--- src/rtl/key_step_pulser_if.sv ---
`default_nettype none
// ============================================================================
//  Module      : key_step_pulser_if
//  Description : Key-side bundle of key_step_pulser: raw button in, step
//                pulse, debounced key state and wrapping pulse count out.
//  Revision    : 1.0  initial release
// ============================================================================
interface key_step_pulser_if;
    logic       btn;
    logic       step;
    logic       pressed;
    logic [7:0] step_count;

    // Master: whatever owns the button and consumes the pulses.
    modport master (output btn, input step, pressed, step_count);
    // Slave: the pulser itself.
    modport slave  (input btn, output step, pressed, step_count);
endinterface
`default_nettype wire

--- src/rtl/key_step_pulser.sv ---
`default_nettype none
// ============================================================================
//  Module      : key_step_pulser
//  Description : Turns a raw, bouncing push-button into clean one-cycle step
//                pulses with optional auto-repeat while held, a debounced key
//                state and an 8-bit wrapping count of issued pulses.
//  Revision    : 1.0  initial release
// ============================================================================
module key_step_pulser #(
    parameter int BTN_ACTIVE      = 1,
    parameter int DEBOUNCE_CYCLES = 16,
    parameter int REPEAT_EN       = 1,
    parameter int REPEAT_DELAY    = 64,
    parameter int REPEAT_PERIOD   = 16
) (
    input  wire logic         clk,
    input  wire logic         rst_n,
    key_step_pulser_if.slave  kbus
);

    // One counter serves every timed state, so it is sized for the longest.
    localparam int C_MAX_A   = (DEBOUNCE_CYCLES > REPEAT_DELAY) ? DEBOUNCE_CYCLES : REPEAT_DELAY;
    localparam int C_MAX_CYC = (C_MAX_A > REPEAT_PERIOD) ? C_MAX_A : REPEAT_PERIOD;
    localparam int C_CNT_W   = $clog2(C_MAX_CYC) + 1;

    localparam logic [C_CNT_W-1:0] C_DB_LAST = C_CNT_W'(DEBOUNCE_CYCLES - 1);
    localparam logic [C_CNT_W-1:0] C_RD_LAST = C_CNT_W'(REPEAT_DELAY - 1);
    localparam logic [C_CNT_W-1:0] C_RP_LAST = C_CNT_W'(REPEAT_PERIOD - 1);
    localparam logic [C_CNT_W-1:0] C_CNT_ONE = C_CNT_W'(1);

    localparam logic C_BTN_ACT  = (BTN_ACTIVE != 0);
    localparam logic C_BTN_IDLE = ~C_BTN_ACT;
    localparam logic C_REPEAT   = (REPEAT_EN != 0);

    typedef enum logic [2:0] {
        ST_IDLE       = 3'd0,
        ST_PRESS_DB   = 3'd1,
        ST_PRESSED    = 3'd2,
        ST_REPEAT     = 3'd3,
        ST_RELEASE_DB = 3'd4
    } state_t;

    logic               r_sync1;
    logic               r_sync2;
    logic               w_btn_s;
    state_t             r_state;
    state_t             w_state_nxt;
    logic [C_CNT_W-1:0] r_cnt;
    logic [C_CNT_W-1:0] w_cnt_nxt;
    logic [C_CNT_W-1:0] w_cnt_inc;
    logic               w_step_nxt;
    logic               w_pressed_nxt;
    logic               r_step;
    logic               r_pressed;
    logic [7:0]         r_step_count;

    // Two-flop synchroniser; reset loads the released level so a key held
    // through reset is seen as a fresh press afterwards.
    always_ff @(posedge clk or negedge rst_n) begin
        if (!rst_n) begin
            r_sync1 <= C_BTN_IDLE;
            r_sync2 <= C_BTN_IDLE;
        end else begin
            r_sync1 <= kbus.btn;
            r_sync2 <= r_sync1;
        end
    end

    assign w_btn_s   = (r_sync2 == C_BTN_ACT);
    assign w_cnt_inc = r_cnt + C_CNT_ONE;

    // Next-state, counter and pulse decode; the counter restarts on every
    // state change and on each repeat pulse.
    always_comb begin
        w_state_nxt = r_state;
        w_cnt_nxt   = r_cnt;
        w_step_nxt  = 1'b0;
        case (r_state)
            ST_IDLE: begin
                if (w_btn_s) begin
                    w_state_nxt = ST_PRESS_DB;
                    w_cnt_nxt   = '0;
                end
            end
            ST_PRESS_DB: begin
                if (!w_btn_s) begin
                    w_state_nxt = ST_IDLE;
                    w_cnt_nxt   = '0;
                end else if (r_cnt == C_DB_LAST) begin
                    w_state_nxt = ST_PRESSED;
                    w_cnt_nxt   = '0;
                    w_step_nxt  = 1'b1;
                end else begin
                    w_cnt_nxt = w_cnt_inc;
                end
            end
            ST_PRESSED: begin
                if (!w_btn_s) begin
                    w_state_nxt = ST_RELEASE_DB;
                    w_cnt_nxt   = '0;
                end else if (r_cnt == C_RD_LAST) begin
                    // Without auto-repeat the counter simply parks here.
                    if (C_REPEAT) begin
                        w_state_nxt = ST_REPEAT;
                        w_cnt_nxt   = '0;
                        w_step_nxt  = 1'b1;
                    end
                end else begin
                    w_cnt_nxt = w_cnt_inc;
                end
            end
            ST_REPEAT: begin
                if (!w_btn_s) begin
                    w_state_nxt = ST_RELEASE_DB;
                    w_cnt_nxt   = '0;
                end else if (r_cnt == C_RP_LAST) begin
                    w_cnt_nxt  = '0;
                    w_step_nxt = 1'b1;
                end else begin
                    w_cnt_nxt = w_cnt_inc;
                end
            end
            ST_RELEASE_DB: begin
                // A bounce back to pressed re-arms the repeat delay but never
                // emits a pulse of its own.
                if (w_btn_s) begin
                    w_state_nxt = ST_PRESSED;
                    w_cnt_nxt   = '0;
                end else if (r_cnt == C_DB_LAST) begin
                    w_state_nxt = ST_IDLE;
                    w_cnt_nxt   = '0;
                end else begin
                    w_cnt_nxt = w_cnt_inc;
                end
            end
            default: begin
                w_state_nxt = ST_IDLE;
                w_cnt_nxt   = '0;
            end
        endcase
    end

    assign w_pressed_nxt = (w_state_nxt == ST_PRESSED) ||
                           (w_state_nxt == ST_REPEAT)  ||
                           (w_state_nxt == ST_RELEASE_DB);

    // State register plus registered outputs, all cleared by reset.
    always_ff @(posedge clk or negedge rst_n) begin
        if (!rst_n) begin
            r_state      <= ST_IDLE;
            r_cnt        <= '0;
            r_step       <= 1'b0;
            r_pressed    <= 1'b0;
            r_step_count <= 8'd0;
        end else begin
            r_state      <= w_state_nxt;
            r_cnt        <= w_cnt_nxt;
            r_step       <= w_step_nxt;
            r_pressed    <= w_pressed_nxt;
            r_step_count <= r_step_count + {7'd0, w_step_nxt};
        end
    end

    assign kbus.step       = r_step;
    assign kbus.pressed    = r_pressed;
    assign kbus.step_count = r_step_count;

endmodule
`default_nettype wire

--- src/flat_wrapper.sv ---
// flat-port wrapper written by rule: the top's interface ports become plain ports
module key_step_pulser_flat 
#(
    parameter int BTN_ACTIVE      = 1,
    parameter int DEBOUNCE_CYCLES = 16,
    parameter int REPEAT_EN       = 1,
    parameter int REPEAT_DELAY    = 64,
    parameter int REPEAT_PERIOD   = 16
)
  (clk, rst_n, kbus_btn, kbus_step, kbus_pressed, kbus_step_count);
  key_step_pulser_if kbus_i ();
  input  wire logic clk;
  input  wire logic rst_n;
  input wire logic [$bits(kbus_i.btn)-1:0] kbus_btn;
  output wire logic [$bits(kbus_i.step)-1:0] kbus_step;
  output wire logic [$bits(kbus_i.pressed)-1:0] kbus_pressed;
  output wire logic [$bits(kbus_i.step_count)-1:0] kbus_step_count;
  assign kbus_i.btn = kbus_btn;
  assign kbus_step = kbus_i.step;
  assign kbus_pressed = kbus_i.pressed;
  assign kbus_step_count = kbus_i.step_count;
  key_step_pulser #(.BTN_ACTIVE(BTN_ACTIVE), .DEBOUNCE_CYCLES(DEBOUNCE_CYCLES), .REPEAT_EN(REPEAT_EN), .REPEAT_DELAY(REPEAT_DELAY), .REPEAT_PERIOD(REPEAT_PERIOD)) u_core (.clk(clk), .rst_n(rst_n), .kbus(kbus_i));
endmodule
--- config.mk ---
export PLATFORM = sky130hd
export DESIGN_NAME = key_step_pulser_flat
export DESIGN_NICKNAME = d
export VERILOG_FILES = /design/src/rtl/key_step_pulser_if.sv /design/src/rtl/key_step_pulser.sv /design/src/flat_wrapper.sv
export SDC_FILE = /design/constraint.sdc
export NUM_CORES = 1
export LEC_CHECK = 0
export ABC_AREA = 0
export BUFFER_PORTS_ARGS = -buffer_cell sky130_fd_sc_hd__buf_2
export CORE_ASPECT_RATIO = 1.1
export CORE_MARGIN = 1.5
export CORE_UTILIZATION = 35
export DETAILED_ROUTE_END_ITERATION = 6
export PLACE_DENSITY_LB_ADDON = 0.12
export SYNTH_ARGS = -nofsm -noshare
export SYNTH_HDL_FRONTEND = slang
export SYNTH_SLANG_ARGS = --single-unit
--- constraint.sdc ---
create_clock -name clk -period 3.4 [get_ports clk]
set_clock_uncertainty 0.15 [all_clocks]
set_input_delay 0.85 -clock clk [delete_from_list [all_inputs] [get_ports clk]]
set_output_delay 0.85 -clock clk [all_outputs]
set_load 0.03 [all_outputs]
==> flow_summary.toml <==
[yosys]
synth-main-ff-cell = "dfrtp_1"
synth.area.top_cells = "dfrtp_1 48%, nand2_1 3.9%, xnor2_1 3.8%, ha_1 3.3%, buf_6 3.0%"
yosysTopAreaCellShare_pct = 48.2
synth_edf_count = 0
synthesis.nets = 114
synth_area_um2 = 1140
ys_seq_elements = 22
yosysWarnings = 0
netlist_instances = 108
postSynthAreaPerCell_um2 = 10.6
synth_top_cell_by_area = "dfrtp_1"
seq_area_frac_synth_pct = 48.2
yosysUniqueCellTypes = 38
synthArstFlopShare_pct = 100

[job]
cap_violations = 0

[cts]
ctsResizeCount = 0
cts_buffers = 3
post_cts_buffers = 0
cts_htree_levels = 1
cts_tree = "done"
path_clk_slew_ns = 0.12
root_buffer = "clkbuf_4"
clk_latency_ns = 0.30
clock_path_buffers = 2
cts_sinks = 22
holdBufCountCts = 0

[power]
total_power_uw = 475
leakagePower_uw = 0.000597
ir_drop_mv = 0.180
cellPowerDensity_nw_per_um2 = 385

[drt]
dr.pass1.iters = 4
vias = 810
drt_iter0_markers = 17
drc = 0
wire_per_inst_um = 13.5
routed_wl_um = 2070
ant_nets = 0
via_per_inst = 5.29

[setup_path]
reg2reg_to = "u_core.kbus.step_count[6]$_DFF_PN0_"
arrival_ns = 2.58
rr_startpoint = "u_core.r_cnt[0]$_DFFE_PN0P_"
worst_setup_path_end_kind = "flop"
path_max_fanout = 5
cp-start-kind = "flop"
cpPeakStageDelay_ns = 0.42
reg2reg_slack_ns = 0.87
worstRegToRegCells = 9
cp_top_family = "simple AND/OR/NAND/NOR gates"
crit_buf_inv = 0
criticalPathCategory = "flop to flop"
critPathRequiredTime_ns = 3.46
cp_cell_sequence = "ha_1, nand4b_4, or3_4, a21oi_1, ha_1, ha_1, and3_1, nand3_1, xnor2_1"
cp_common_cell = "ha_1"
critical_path.slowest_cell = "or3_4"

[global_route]
grt_overflow_total = 0
grt_max_degree = 23
antenna_found_initial = 0
grt_usage_pct = 13.0
grt_pass1_vias = 827
grt_pass1_wl_um = 3680

[timing]
maxSlewViolCount = 0
timing.slew.headroom_pct = 55.0
fmax_ghz = 0.395
rsz0062_at_grt = "false"
timing.final.crit_share_pct = 74.4
min_period_ns = 2.53
worstMarginPinSlew_ns = 0.669
final-setup-viol-count = 0
finalHoldViolations = 0
setup_tns_ns = 0

[hold_path]
min_to = "u_core.r_sync2$_DFF_PN0_"
hold_depth = 0
min_path_type = "flop to flop"
hold_path_startpoint = "u_core.r_sync1$_DFF_PN0_"

[floorplanning]
pin_count = 13
die_h_um = 62.9
die_w_um = 57.5
die-area_um2 = 3620
core_um2 = 3070
std_cell_rows = 21
floorplan.initialDensity_pct = 37.2

[place]
numPortBuffers = 12
place_congestion = 0.754
hpwlAfterDp_um = 1490

[layout]
layout-drive-gt1-share_pct = 21.8
fin_nets = 126
antenna_cells = 0
syn2layout_area_growth_pct = 8.10

[status]
outcome = "completed"
-- stage by stage --
stage / cells / hold slack, ns / setup WS (ns) / util (%) / cell area (µm²)
5_1_grt: 153 / 0.235 / 0.619 / 40.2 / 1230
3_5_place_dp: 149 / 0.196 / 0.863 / 39.0 / 1200
6_report: 153 / 0.221 / 0.871 / 40.2 / 1230
2_1_floorplan: 108 / 0.181 / 1.05 / - / 1140
3_3_place_gp: 149 / 0.182 / 0.937 / 39.0 / 1200
4_1_cts: 153 / 0.226 / 0.847 / 40.2 / 1230
-- cells by family after synthesis --
kind of cell / after synthesis / share of synthesized area (%)
AOI/OAI and AO/OA: 21 / 12.3
xor gates and xnor gates: 7 / 5.37
adders and majority gates: 3 / 3.29
buffers and inverters: 8 / 5.04
DFF: 22 / 48.2
muxes: 1 / 0.876
and+or+nand+nor: 46 / 25.0
-- routing by layer --
metal  routed length, µm  GRT usage [%]  share of wire, %  vias up
met5                   0              0                 0        -
met4                  20           5.23              0.97        0
met3                  60           2.07               2.9        2
met2                1020           20.3                49       12
met1                 974           17.8                47      393
li1                    -              -                 -      403
-- layout make-up --
| cell class | instances | area [µm²] |
|---|---|---|
| Tap cell | 34 | 42.5 |
| Multi-Input combinational cell | 78 | 534 |
| Clock buffer | 4 | 36.3 |
| Fill cell | 306 | 1840 |
| Timing Repair Buffer | 12 | 60.1 |
| Inverter | 3 | 11.3 |
| Sequential cell | 22 | 551 |
-- cell usage after synthesis, types with 2 or more instances --
cell type / number
nor3b_1: 2
dfrtp_1: 22
o21ai_0: 3
xor2_1: 2
nand2_1: 12
nor3_1: 4
inv_1: 3
o211ai_1: 4
nand3_1: 5
o21ai_1: 4
xnor2_1: 5
a21oi_1: 5
ha_1: 3
buf_6: 3
nor2_1: 8
-- cells in the final DEF, fill, tap and decap left out, drive strengths merged, types with 2 or more instances in the layout --
cell type / netlist / final
a21oi: 6 / 6
buf: 5 / 12
clkbuf: 0 / 4
dfrtp: 22 / 22
ha: 3 / 3
inv: 3 / 3
nand2: 12 / 12
nand3: 5 / 5
nor2: 8 / 8
nor3: 4 / 4
nor3b: 2 / 2
nor4b: 2 / 2
o211ai: 4 / 4
o21ai: 7 / 7
or2: 2 / 2
or3: 2 / 2
xnor2: 5 / 5
xor2: 2 / 2
-- registers in the layout, summed over array words and instances (netlist names) --
name                    flops
u_core.r_sync2              1
u_core.r_sync1              1
u_core.kbus.pressed         1
u_core.r_state              3
u_core.r_cnt                7
u_core.kbus.step            1
u_core.kbus.step_count      8
-- power breakdown --
part,switching (µW),internal [µW]
clock network,78.3,65.3
logic,25.8,17.3
registers,15.1,274
-- worst max-delay path by stage --
stage	startpoint	to	slack, ns	depth (start not counted)
floorplan	u_core.r_cnt[0]$_DFFE_PN0P_	u_core.kbus.step_count[6]$_DFF_PN0_	1.05	9
global placement	u_core.r_cnt[0]$_DFFE_PN0P_	u_core.kbus.step_count[6]$_DFF_PN0_	0.94	9
detailed placement	u_core.r_cnt[0]$_DFFE_PN0P_	u_core.kbus.step_count[6]$_DFF_PN0_	0.86	9
CTS	u_core.r_cnt[0]$_DFFE_PN0P_	u_core.kbus.step_count[6]$_DFF_PN0_	0.85	9
global route	u_core.r_cnt[0]$_DFFE_PN0P_	u_core.kbus.step_count[6]$_DFF_PN0_	0.62	10
finish	u_core.r_cnt[0]$_DFFE_PN0P_	u_core.kbus.step_count[6]$_DFF_PN0_	0.87	9
Power figures use the tool's default switching activity.
